`config.mk`:
```
export PLATFORM = sky130hd
export DESIGN_NAME = pipe_hazard_sequencer
export DESIGN_NICKNAME = d
export VERILOG_FILES = /design/src/rtl/pipe_hazard_sequencer.sv
export SDC_FILE = /design/constraint.sdc
export NUM_CORES = 1
export LEC_CHECK = 0
export ABC_AREA = 1
export BUFFER_PORTS_ARGS = -buffer_cell sky130_fd_sc_hd__buf_2
export CORE_MARGIN = 3
export CORE_UTILIZATION = 55
export CTS_CLUSTER_DIAMETER = 200
export DETAILED_ROUTE_END_ITERATION = 6
export GPL_TIMING_DRIVEN = 0
export PLACE_DENSITY = 0.81
export SLEW_MARGIN = 25
export SYNTH_ARGS = -nofsm -noshare
export SYNTH_HDL_FRONTEND = slang
export SYNTH_SLANG_ARGS = --single-unit
```
`constraint.sdc`:
```
create_clock -name clk -period 2.1 [get_ports clk]
set_input_delay 0.42 -clock clk [delete_from_list [all_inputs] [get_ports clk]]
set_output_delay 0.42 -clock clk [all_outputs]
set_load 0.05 [all_outputs]
```
`src/rtl/pipe_hazard_sequencer.sv`:
```
// Control sequencing for the five-stage pipeline: carries decoded control through
// E/M/W and derives load-use stall, control-transfer flush and operand forwarding.
module pipe_hazard_sequencer (
  input  logic       clk,
  input  logic       rst_n,
  input  logic       reg_write_d,
  input  logic [1:0] result_src_d,
  input  logic       mem_write_d,
  input  logic       jump_d,
  input  logic       beq_d,
  input  logic       bne_d,
  input  logic       jalr_d,
  input  logic [2:0] alu_control_d,
  input  logic       alu_src_d,
  input  logic [4:0] rs1_d,
  input  logic [4:0] rs2_d,
  input  logic [4:0] rd_d,
  input  logic       zero_e,
  output logic [2:0] alu_control_e,
  output logic       alu_src_e,
  output logic [1:0] forward_a_e,
  output logic [1:0] forward_b_e,
  output logic [1:0] pc_src_e,
  output logic       mem_write_m,
  output logic       reg_write_w,
  output logic [1:0] result_src_w,
  output logic [4:0] rd_w,
  output logic       stall_f,
  output logic       stall_d,
  output logic       flush_d,
  output logic       flush_e
);

  typedef struct packed {
    logic       regWrite;
    logic [1:0] resultSrc;
    logic       memWrite;
    logic       aluSrc;
    logic       jump;
    logic       beq;
    logic       bne;
    logic       jalr;
    logic [2:0] aluControl;
    logic [4:0] rs1;
    logic [4:0] rs2;
    logic [4:0] rd;
  } exCtl_t;

  typedef struct packed {
    logic       regWrite;
    logic [1:0] resultSrc;
    logic       memWrite;
    logic [4:0] rd;
  } memCtl_t;

  typedef struct packed {
    logic       regWrite;
    logic [1:0] resultSrc;
    logic [4:0] rd;
  } wbCtl_t;

  exCtl_t  exD, exQ;
  memCtl_t memQ;
  wbCtl_t  wbQ;
  logic    lwStall, taken;

  assign exD = {reg_write_d, result_src_d, mem_write_d, alu_src_d, jump_d, beq_d, bne_d,
                jalr_d, alu_control_d, rs1_d, rs2_d, rd_d};

  // A load still in E cannot yet supply its data to the instruction in D.
  assign lwStall = (exQ.resultSrc == 2'b01) && (exQ.rd != 5'd0) &&
                   ((exQ.rd == rs1_d) || (exQ.rd == rs2_d));
  assign taken   = exQ.jump || exQ.jalr || (exQ.beq && zero_e) || (exQ.bne && !zero_e);

  assign stall_f  = lwStall;
  assign stall_d  = lwStall;
  assign flush_d  = taken;
  assign flush_e  = taken || lwStall;
  assign pc_src_e = exQ.jalr ? 2'b10 : (taken ? 2'b01 : 2'b00);

  // Memory-stage producer is younger, so it wins over Writeback.
  function automatic logic [1:0] fwdSel(input logic [4:0] rs, input memCtl_t m, input wbCtl_t w);
    if (m.regWrite && (m.rd != 5'd0) && (m.rd == rs))      return 2'b10;
    else if (w.regWrite && (w.rd != 5'd0) && (w.rd == rs)) return 2'b01;
    else                                                    return 2'b00;
  endfunction

  assign forward_a_e = fwdSel(exQ.rs1, memQ, wbQ);
  assign forward_b_e = fwdSel(exQ.rs2, memQ, wbQ);

  assign alu_control_e = exQ.aluControl;
  assign alu_src_e     = exQ.aluSrc;
  assign mem_write_m   = memQ.memWrite;
  assign reg_write_w   = wbQ.regWrite;
  assign result_src_w  = wbQ.resultSrc;
  assign rd_w          = wbQ.rd;

  always_ff @(posedge clk or negedge rst_n) begin
    if (!rst_n) begin
      exQ  <= '0;
      memQ <= '0;
      wbQ  <= '0;
    end else begin
      exQ  <= flush_e ? exCtl_t'('0) : exD;
      memQ <= {exQ.regWrite, exQ.resultSrc, exQ.memWrite, exQ.rd};
      wbQ  <= {memQ.regWrite, memQ.resultSrc, memQ.rd};
    end
  end

endmodule

```
; Word-level counts from Yosys, hierarchy flattened
; Cells that the tools add are included.
[word_totals]
input_bits = 30
ff_bits = 44
output_inout_bits = 23
wordCells = 52
[classes]
mux = 7
eq_ne = 7
reduce_logical = 19
[op_table]
columns = operator, n
row1 = 5-bit equality test, 6
row2 = 27-bit two-way mux, 1
row3 = 5-bit nonzero test, 3
row4 = 1-bit logical AND, 10
row5 = 2-bit two-way mux, 3
row6 = 1-bit logical OR, 5
row7 = 1-bit two-way mux, 3
row8 = 2-bit by 1-bit equality test with 1-bit output (second input constant), 1
row9 = 1-bit logical NOT, 1

; Depth between registers and ports, before layout
[depth]
ltp_word = 5
depth_mapped = 10
mapped_depth_nobuf = 9

; Least setup slack after synthesis
; OpenSTA, ideal clock, no wires.
[synth_path]
kind = reg2out
from = register memQ[0] (netlist bit)
to = output port forward_a_e[0]
t_arrival_ps = 2321
slack_ps = -641
t_required_ps = 1680
stages_incl_launch_ff = 5
n_path_buf = 0
path_cell_list = dfrtp_1 -> xnor2_1 -> nand4_1 -> nor3_1 -> nor2_1
[synth_via]
elab_chain_len = 4
word_cells_on_any_way = 5
classes_between = eq/ne (1) / mux (1) / reduce/logical (3)
[synth_lines]
columns = element, line_no
row1 = "start, declared", 63  ; memCtl_t memQ;
row2 = "start signal, assigned", 105  ; memQ <= {exQ.regWrite, exQ.resultSrc, exQ.memWrite, exQ.rd};
row3 = 5-bit nonzero test, 83  ; if (m.regWrite && (m.rd != 5'd0) && (m.rd == rs)) return 2'b10;
row4 = 1-bit logical AND, 83
row5 = 1-bit logical AND (*), 83
row6 = 2-bit two-way mux (*), 83
row7 = "end, declared", 21  ; output logic [1:0] forward_a_e,
; Every way passes the cells marked *; elsewhere a longest branch is shown, timed or not.

; Worst setup path in the final report
[layout_path]
from = register exQ[3] (netlist bit)
to = output port stall_f
[layout_via]
elab_chain_len = 3
word_cells_on_any_way = 6
classes_between = eq/ne (2) / reduce/logical (4)
[layout_lines]
columns = element, line_no
row1 = "start, declared", 62  ; exCtl_t exD, exQ;
row2 = "start signal, assigned", 104  ; exQ <= flush_e ? exCtl_t'('0) : exD;
row3 = 5-bit equality test or 5-bit nonzero test (tied branches), "72, 71"
row4 = 1-bit logical OR or 1-bit logical AND (tied branches), "72, 71"
row5 = 1-bit logical AND (*), 71  ; assign lwStall = (exQ.resultSrc == 2'b01) && (exQ.rd != 5'd0) &&
row6 = "end, declared", 28  ; output logic stall_f,
; Marks and branches as above.

==> metrics.txt <==
crit path max fanout=5; fin cells=304; layout cell share with drive strength beyond 1=0.415; Syn Inst Count=199; worst-skew pair later-pin latency=0.34 ns; Fillers=229; CTS Buffer Depth=2; Yosys top cell area share=0.571; Via Count=1411; Worst Path Required=1.68 ns; antenna-violating nets left=0; Lkg Pwr=1.38 nW; Port Buffers=52; synthesized area=1930 um^2; top post-synthesis cells by count=dfrtp_1 (44), inv_1 (39), nand2_1 (26); placed cells=295; total CTS buffers=5; CP max-delay cell=dfrtp_2; Die Y=65.2 um; Post-Syn Area per Cell=9.70 um^2; register area=1110 um^2; CP arrival=1.64 ns; initial antenna violation count=0; largest net degree at the start of global routing=45; Crit Path Class=reg2out; Tmin final=2.06 ns; Rows=20; Final Max Tran Viols=0; Top delay family on crit path=flip-flops; startpoint type of the worst setup path=flip-flop; Max stage delay on crit path=0.46 ns; Yosys Warn Count=0; synthesis-to-layout area growth=28.3%; RSZ-0062 raised after global routing=yes; most common cell type on the critical path=nand2_2; gpl congestion=0.833; Max VDD drop=0.865 mV; Via density=4.64; # DRC=0; Die X=65.2 um; vias in the first global route=1375; Root Driver=clkbuf_4; post-synth top area cell=dfrtp_1; post-route total power=3.22 mW; GR Util All Layers=0.182; H-Tree Depth=2; FF+latch count, synth=44; area of the core=3200 um^2; Num Clock Sinks=44; sequential area share after synthesis=0.571; DRT iter0 DRCs=39; Cell variety after synth=18; Slew HR=0.396; initial core utilization=0.602; DP Wirelength=2530 um; worst hold path class=in2async; Final Net Count=290; number of hold violations in the final report=0; Post-synth EDFFs=0; Buf/Inv on CP=4; global-route wire length before repair=5750 um; Async S/R FF share, synth=1.00; I/O pin cnt=53; setup violators final=0; DP Area=2280 um^2; top post-synthesis cells by area=dfrtp_1 (57%), inv_1 (7.6%), xnor2_1 (6.4%); Tcrit/Tclk final=0.982; Sum Neg Setup Slack=0 ns; routed length per instance=11.8 um; clock slew at reported path FFs=0.12 ns; Routed WL=3590 um; Layout Skew=0.00996 ns; First-pass DRT Iterations=4; max_cap viols=0; grt ovf=0; n_diodes=0; CTS tree=built; power per standard cell area=1300 nW/um^2; CTS hold repair buffers=0; measured slew at the worst slew-check pin=0.906 ns; Multi-input gate area=671 um^2; Max Clk Rate=485 MHz; post-route design area=2470 um^2; status=finished, final reports clean; Die ar.=4250 um^2; crit path cell chain=inv_2 > nand2_2 > nand2_2 > nor2_2 > nand3_1 > nand2_1 > nand2_2 > inv_2 > buf_6 > buf_8; ys flop type=dfrtp_1; most frequent cell after synthesis=dfrtp_1; critical path endpoint category=output pin; Post-Syn Nets=229
-- per-layer routing --
layer / vias to the layer above / wire (um) / track usage
met1: 654 / 1360 / 0.200
met5: - / 0 / 0
met3: 16 / 181 / 0.0444
met2: 43 / 1920 / 0.322
li1: 698 / - / -
met4: 0 / 133 / 0.0959
-- timing repair --
action                                 in CTS  in global routing
pin swaps                                   3                 11
endpoints found under the hold margin       0                  0
setup buffers                               3                  0
setup endpoints to repair                   7                  8
resized for setup                          15                 21
-- final cells by class --
type | instances | area share
Clock buffer | 5 | 0.0152
Multi-Input combinational cell | 108 | 0.271
Sequential cell | 44 | 0.447
Inverter | 40 | 0.0607
Timing Repair Buffer | 55 | 0.135
Clock inverter | 2 | 0.0243
Buffer | 6 | 0.0248
Tap cell | 44 | 0.0222
-- layout by cell type (no fill, tap or decap) --
master     count
nor2_1        19
a21oi_1        1
nand2_2        4
bufinv_16      2
nand2_1       23
nor3_1         1
nand3_1        4
buf_2         44
o21ai_0        1
nor3_2         1
nand4_1        4
dfrtp_2        4
or2_2          1
xor2_1         8
clkbuf_4       5
nor3_4         3
buf_8          1
nor2_4         1
buf_4         10
nor2_2        21
buf_6          4
inv_1         37
buf_12         2
nand2_4        1
dfrtp_1       40
o21ai_4        1
inv_2          3
xnor2_1       14
-- metrics by stage --
| stage | utilization | setup WS, ns | hold slack [ns] |
|---|---|---|---|
| 5_1_grt | 0.773 | -0.0891 | 0.245 |
| 3_3_place_gp | 0.711 | 0.0932 | 0.331 |
| 4_1_cts | 0.763 | -0.0192 | 0.211 |
| 3_5_place_dp | 0.711 | 0.0651 | 0.335 |
| 2_1_floorplan | - | -0.0139 | 0.124 |
| 6_report | 0.773 | 0.0369 | 0.188 |
-- report_power, final --
part / switching (mW) / internal [mW] / leakage [nW]
clock: 0.248 / 0.364 / 0.0513
combinational: 0.860 / 0.488 / 0.766
sequential: 0.192 / 1.07 / 0.566
-- cells by family (layout without fill, tap and decap cells) --
| family | count (synthesis) | count (layout) | synth area share |
|---|---|---|---|
| AO/OA/AOI/OAI | 3 | 3 | 0.00778 |
| XOR/XNOR | 22 | 22 | 0.0999 |
| buffers and inverters | 47 | 108 | 0.118 |
| flip-flops | 44 | 44 | 0.571 |
| AND/OR/NAND/NOR | 83 | 83 | 0.204 |
-- flip-flops by register name (all words and copies together) (netlist names) --
signal / count
alu_control_e: 3
alu_src_e: 1
exQ: 23
memQ: 8
mem_write_m: 1
rd_w: 5
reg_write_w: 1
result_src_w: 2
-- final timing paths --
| check | start | end | slack, ns | cells after the start |
|---|---|---|---|---|
| worst max-delay path | exQ[3] | stall_f | 0.04 | 10 |
| worst min-delay path | rst_n | alu_src_e | 0.19 | 1 |
| worst max register to register | exQ[3] | alu_control_e[0] | 0.54 | 11 |
| worst min register to register | memQ[6] | result_src_w[0] | 0.36 | 0 |
| max in group asynchronous | rst_n | exQ[4] | 1.29 | 1 |
| min in group clk | rd_d[2] | exQ[2] | 0.27 | 3 |
Power figures use the tool's default switching activity.
